`src/rtl/sr_pkg.sv`:
```
// +----------------------------------------------------------------------+
// | sr_pkg                                                               |
// | Shared types and constants for the SR latch pulse driver.            |
// | Revision: 1.0                                                        |
// +----------------------------------------------------------------------+
`default_nettype none

package sr_pkg;

  localparam int c_CNT_W = 4;

  typedef enum logic [1:0] {
    OP_HOLD    = 2'b00,
    OP_SET     = 2'b01,
    OP_RESET   = 2'b10,
    OP_ILLEGAL = 2'b11
  } cmd_op_e;

  typedef enum logic [1:0] {
    ST_IDLE  = 2'd0,
    ST_PULSE = 2'd1,
    ST_GUARD = 2'd2,
    ST_CHECK = 2'd3
  } state_e;

endpackage

`default_nettype wire

```
`src/rtl/sr_dwell_counter.sv`:
```
// +----------------------------------------------------------------------+
// | sr_dwell_counter                                                     |
// | Loadable down-counter timing the pulse and guard phases.             |
// | Revision: 1.0                                                        |
// +----------------------------------------------------------------------+
`default_nettype none

module sr_dwell_counter
  import sr_pkg::*;
(
  input  logic               clk,
  input  logic               rst_n,
  input  logic               load,
  input  logic [c_CNT_W-1:0] load_val,
  output logic               done
);

  localparam logic [c_CNT_W-1:0] c_ONE = 1;

  logic [c_CNT_W-1:0] r_cnt;

  // Parks at 1 once a phase has elapsed so it can never wrap.
  always_ff @(posedge clk or negedge rst_n) begin
    if (!rst_n) begin
      r_cnt <= '0;
    end else if (load) begin
      r_cnt <= load_val;
    end else if (r_cnt > c_ONE) begin
      r_cnt <= r_cnt - c_ONE;
    end
  end

  assign done = (r_cnt == c_ONE);

endmodule

`default_nettype wire

```
`src/rtl/sr_driver.sv`:
```
// +----------------------------------------------------------------------+
// | sr_driver                                                            |
// | Drives set/reset pulses into an SR latch with guard time and check.  |
// | Revision: 1.0                                                        |
// +----------------------------------------------------------------------+
`default_nettype none

module sr_driver
  import sr_pkg::*;
#(
  parameter int PULSE_W = 2,
  parameter int GUARD_W = 1
) (
  input  logic       clk,
  input  logic       rst_n,
  input  logic       cmd_valid,
  input  logic [1:0] cmd_op,
  output logic       cmd_ready,
  output logic       s,
  output logic       r,
  input  logic       q_fb,
  output logic       q_exp,
  output logic       busy,
  output logic       err_illegal,
  output logic       err_mismatch
);

  localparam logic [c_CNT_W-1:0] c_PULSE_LD = c_CNT_W'(PULSE_W);
  localparam logic [c_CNT_W-1:0] c_GUARD_LD = c_CNT_W'(GUARD_W);

  state_e             r_state;
  logic               r_s;
  logic               r_r;
  logic               r_q_exp;
  logic               r_err_illegal;
  logic               r_err_mismatch;
  cmd_op_e            w_op;
  logic               w_accept;
  logic               w_start;
  logic               w_load;
  logic [c_CNT_W-1:0] w_load_val;
  logic               w_dwell_done;

  assign w_op     = cmd_op_e'(cmd_op);
  assign w_accept = cmd_valid && (r_state == ST_IDLE);
  assign w_start  = w_accept && ((w_op == OP_SET) || (w_op == OP_RESET));

  // The counter is reloaded on entry to PULSE and again on entry to GUARD.
  assign w_load     = w_start || ((r_state == ST_PULSE) && w_dwell_done);
  assign w_load_val = (r_state == ST_PULSE) ? c_GUARD_LD : c_PULSE_LD;

  sr_dwell_counter u_dwell (
    .clk      (clk),
    .rst_n    (rst_n),
    .load     (w_load),
    .load_val (w_load_val),
    .done     (w_dwell_done)
  );

  always_ff @(posedge clk or negedge rst_n) begin
    if (!rst_n) begin
      r_state        <= ST_IDLE;
      r_s            <= 1'b0;
      r_r            <= 1'b0;
      r_q_exp        <= 1'b0;
      r_err_illegal  <= 1'b0;
      r_err_mismatch <= 1'b0;
    end else begin
      r_err_illegal <= 1'b0;
      case (r_state)
        ST_IDLE: begin
          if (w_accept) begin
            case (w_op)
              OP_SET: begin
                r_state        <= ST_PULSE;
                r_s            <= 1'b1;
                r_q_exp        <= 1'b1;
                r_err_mismatch <= 1'b0;
              end
              OP_RESET: begin
                r_state        <= ST_PULSE;
                r_r            <= 1'b1;
                r_q_exp        <= 1'b0;
                r_err_mismatch <= 1'b0;
              end
              OP_ILLEGAL: r_err_illegal <= 1'b1;
              default: ;
            endcase
          end
        end
        ST_PULSE: begin
          if (w_dwell_done) begin
            r_state <= ST_GUARD;
            r_s     <= 1'b0;
            r_r     <= 1'b0;
          end
        end
        ST_GUARD: begin
          if (w_dwell_done) begin
            r_state <= ST_CHECK;
          end
        end
        ST_CHECK: begin
          if (q_fb != r_q_exp) begin
            r_err_mismatch <= 1'b1;
          end
          r_state <= ST_IDLE;
        end
        default: r_state <= ST_IDLE;
      endcase
    end
  end

  assign cmd_ready    = (r_state == ST_IDLE);
  assign busy         = (r_state != ST_IDLE);
  assign s            = r_s;
  assign r            = r_r;
  assign q_exp        = r_q_exp;
  assign err_illegal  = r_err_illegal;
  assign err_mismatch = r_err_mismatch;

endmodule

`default_nettype wire

```
`config.mk`:
```
export PLATFORM = sky130hd
export DESIGN_NAME = sr_driver
export DESIGN_NICKNAME = d
export VERILOG_FILES = /design/src/rtl/sr_pkg.sv /design/src/rtl/sr_dwell_counter.sv /design/src/rtl/sr_driver.sv
export SDC_FILE = /design/constraint.sdc
export NUM_CORES = 1
export LEC_CHECK = 0
export CAP_MARGIN = 10
export CORE_AREA = 8 8 45 47
export DETAILED_ROUTE_END_ITERATION = 16
export DIE_AREA = 0 0 53 55
export DONT_BUFFER_PORTS = 1
export PLACE_DENSITY = 0.68
export SLEW_MARGIN = 20
export SYNTH_ARGS = -nofsm -noshare
export SYNTH_HDL_FRONTEND = slang
export SYNTH_SLANG_ARGS = --single-unit
```
`constraint.sdc`:
```
create_clock -name clk -period 1.55 [get_ports clk]
set_input_delay 0.31 -clock clk [delete_from_list [all_inputs] [get_ports clk]]
set_output_delay 0.31 -clock clk [all_outputs]
set_load 0.02 [all_outputs]
```
==> out/results.ini <==
[timing]
worstMarginPinSlew_ns=0.4936
relSlewSlack=0.6699
post-route-period-util=0.9879
finalSetupViolCount=0
fin_ws_ns=0.01877
fmax_mhz=653.1
skew_ns=0.0008621
rsz0062_at_grt=true
hold_viol=0
final-max-slew-violation-count=0
min_period_ns=1.531

[finish]
post-route-util=0.6193
nets=98
regArea_um2=276.5
area_growth_pct=27.80
fin_cells=98
diodes=0
stdcell_area_um2=857.1
drive_above_1_share=0.3537
fillers=122
multi_input_area_um2=415.4

[critical_path]
path_cells=inv_2 > ha_4 > or3b_4 > o21ai_2 > nand2_2 > mux2_4
setup.worst_path.end_class=flip-flop
critPathMaxFanout=3
regToRegSetupSlack_ns=0.02
critPathLaunchType=flip-flop
r2r_end=r_state[1]
slowest_stage=dfrtp_1
required_ns=1.71
reg2reg_from=u_dwell.r_cnt[1]
criticalPathCategory=reg2reg
worst_r2r_path_depth=6
critPathLaunch=u_dwell.r_cnt[1]
cp_slowest_stage_delay_ns=0.40
worstPathArrival_ns=1.69

[min_path]
min_from=cmd_valid
hold_path_end=err_illegal
hold_depth=1
hold_path_class=in2reg

[grt]
top_usage_layer=met2
grt_max_degree=12
antenna_found_initial=0
grt_pass1_wl_um=2449
overflow=0
use_met1=0.1137
use_met2=0.2148
grt_pass1_vias=578
grt_usage=0.1136
grt_util_met3=0.01337

[routing]
dr.first_iter.drc_count=13
drc=0
wirelength_um=1391
drt-pass1-iter-count=4
viasPerCell=5.531
vias=542
ant_nets=0
wire_per_inst_um=14.19

[clocking]
htreeDepth=1
cts_made_buffers=3
clock_latency_ns=0.27
cts_max_path_buffers=2
path_clk_slew_ns=0.07
cts_tree=done
cts.sinks=11
cts_root_buf=clkbuf_4

[pwr]
p_comb_frac=0.592
p_sw_w=0.0007819
max-vdd-ir-drop_mv=1.219
seqPwrFrac=0.304
p_leak_nw=0.4134
report.power.total_w=0.001893
p_int_w=0.001111
switching_share=0.4131
powerDensity_nw_per_um2=2208
clockPowerShare=0.104

[synth]
yosysSeqAreaShare=0.4104
syn_nets=81
netlist_instances=66
syn_avg_cell_area_um2=10.16
netlist_area_um2=670.6
ys_types=24
ys_warn_count=0
synth_seq_cells=11

[place]
dpl-instance-area_um2=780.7
place_ws_ns=0.005229
place_congestion=0.7515
hpwlAfterDp_um=1069
dp.cells=92
portBuffers=0

[die]
ioPinCount=13
core_area_um2=1384
initial_core_util=0.4846
die_y_um=55
die_x_um=53
die_area_um2=2915
rows=14

[status]
status=completed

[flow_run]
drv_cap=0

-- power groups by stage --
stage	Clock, W	Combinational (W)	Sequential [W]
after floorplan	0	0.000713	0.000536
after global placement	0	0.000982	0.000563
after detailed placement	0	0.000998	0.000567
after CTS	0.000204	0.00105	0.000567
after global routing	0.000211	0.00125	0.000602
final	0.000197	0.00112	0.000576
-- cell families (layout without fill, tap and decap cells) --
group,Yosys count,in the layout,synth area share
compound gates,18,18,0.1642
xor+xnor,2,2,0.02612
fa+ha+maj,9,9,0.1679
buf+inv,7,23,0.03919
flops,11,11,0.4104
mux,5,5,0.08395
simple gates,14,14,0.1082
-- how the worst max path moves through the flow --
| stage | endpoint | slack, ns |
|---|---|---|
| detailed placement | r_state[1] | 0.005 |
| finish | r_state[1] | 0.02 |
| global placement | r_state[1] | 0.04 |
| global route | r_state[1] | -0.08 |
| CTS | busy | 0.001 |
| floorplan | r_state[1] | 0.004 |
-- state kept, by name (all words and copies together) (netlist names) --
name	flops
s	1
q_exp	1
err_mismatch	1
u_dwell.r_cnt	4
r	1
err_illegal	1
r_state	2
-- routing by layer --
| layer | vias up | share of wire |
|---|---|---|
| li1 | 262 | - |
| met1 | 267 | 0.40 |
| met2 | 9 | 0.54 |
| met3 | 4 | 0.032 |
| met4 | 0 | 0.024 |
| met5 | - | 0 |
-- placed cells by master, fill, tap and decap left out, types with 2 or more instances in the layout --
master    synthesis  final
nor2_1            3      3
clkbuf_4          0      3
inv_1             7      4
buf_4             0     11
nand2_1           4      4
a31oi_1           2      2
inv_2             0      3
a21oi_1           5      4
o21ai_0           6      3
mux2i_1           3      3
o21ai_1           0      3
ha_4              0      3
ha_1              9      6
dfrtp_1          11     10
-- Yosys cell counts --
master | n | area, µm²
ha_1 | 9 | 112.6
or2_2 | 1 | 6.260
xnor2_1 | 1 | 8.760
a21oi_1 | 5 | 25.02
or3b_4 | 1 | 11.26
a311oi_1 | 1 | 8.760
nand2b_1 | 1 | 6.260
mux2i_1 | 3 | 30.03
a22o_1 | 1 | 8.760
a2bb2oi_1 | 1 | 8.760
o21ai_2 | 1 | 8.760
nand2_1 | 4 | 15.01
o21ai_0 | 6 | 30.03
nor3_1 | 2 | 10.01
inv_1 | 7 | 26.28
a31oi_1 | 2 | 12.51
a211oi_1 | 1 | 7.510
nor2_1 | 3 | 11.26
xor2_1 | 1 | 8.760
and3_1 | 1 | 6.260
mux2_4 | 1 | 15.01
nand2_2 | 1 | 6.260
dfrtp_1 | 11 | 275.3
mux2_2 | 1 | 11.26
-- per-stage QoR --
| stage | TNS [ns] | hold slack (ns) |
|---|---|---|
| after floorplan | 0 | 0.01441 |
| after global placement | 0 | 0.01469 |
| after detailed placement | 0 | 0.01465 |
| after CTS | 0 | 0.1884 |
| after global routing | -0.07848 | 0.2080 |
| final | 0 | 0.1956 |
-- repair_timing --
item / CTS / global route
hold endpoints to repair: 11 / 0
gates resized for setup: 1 / 10
hold buffers: 1 / 0
setup buffers: 1 / 0
pin swaps: 1 / 3
setup endpoints to repair: 1 / 7
-- worst max-delay path, delay by kind of cell, from the launching register on --
kind,cells,cell delay [ns]
adder cells (fa/ha/maj),1,0.12
AND/OR/NAND/NOR,2,0.46
multiplexers,1,0.29
flip-flops,1,0.40
AO/OA/AOI/OAI,1,0.07
buffers and inverters,1,0.08
-- layout make-up --
class / instances / share of cell area
clock buffers: 4 / 0.03066
inverters: 7 / 0.03066
multi-input cells: 48 / 0.4847
flip-flops and latches: 11 / 0.3226
well taps: 16 / 0.02336
repair buffers: 12 / 0.1080
Power figures use the tool's default switching activity.
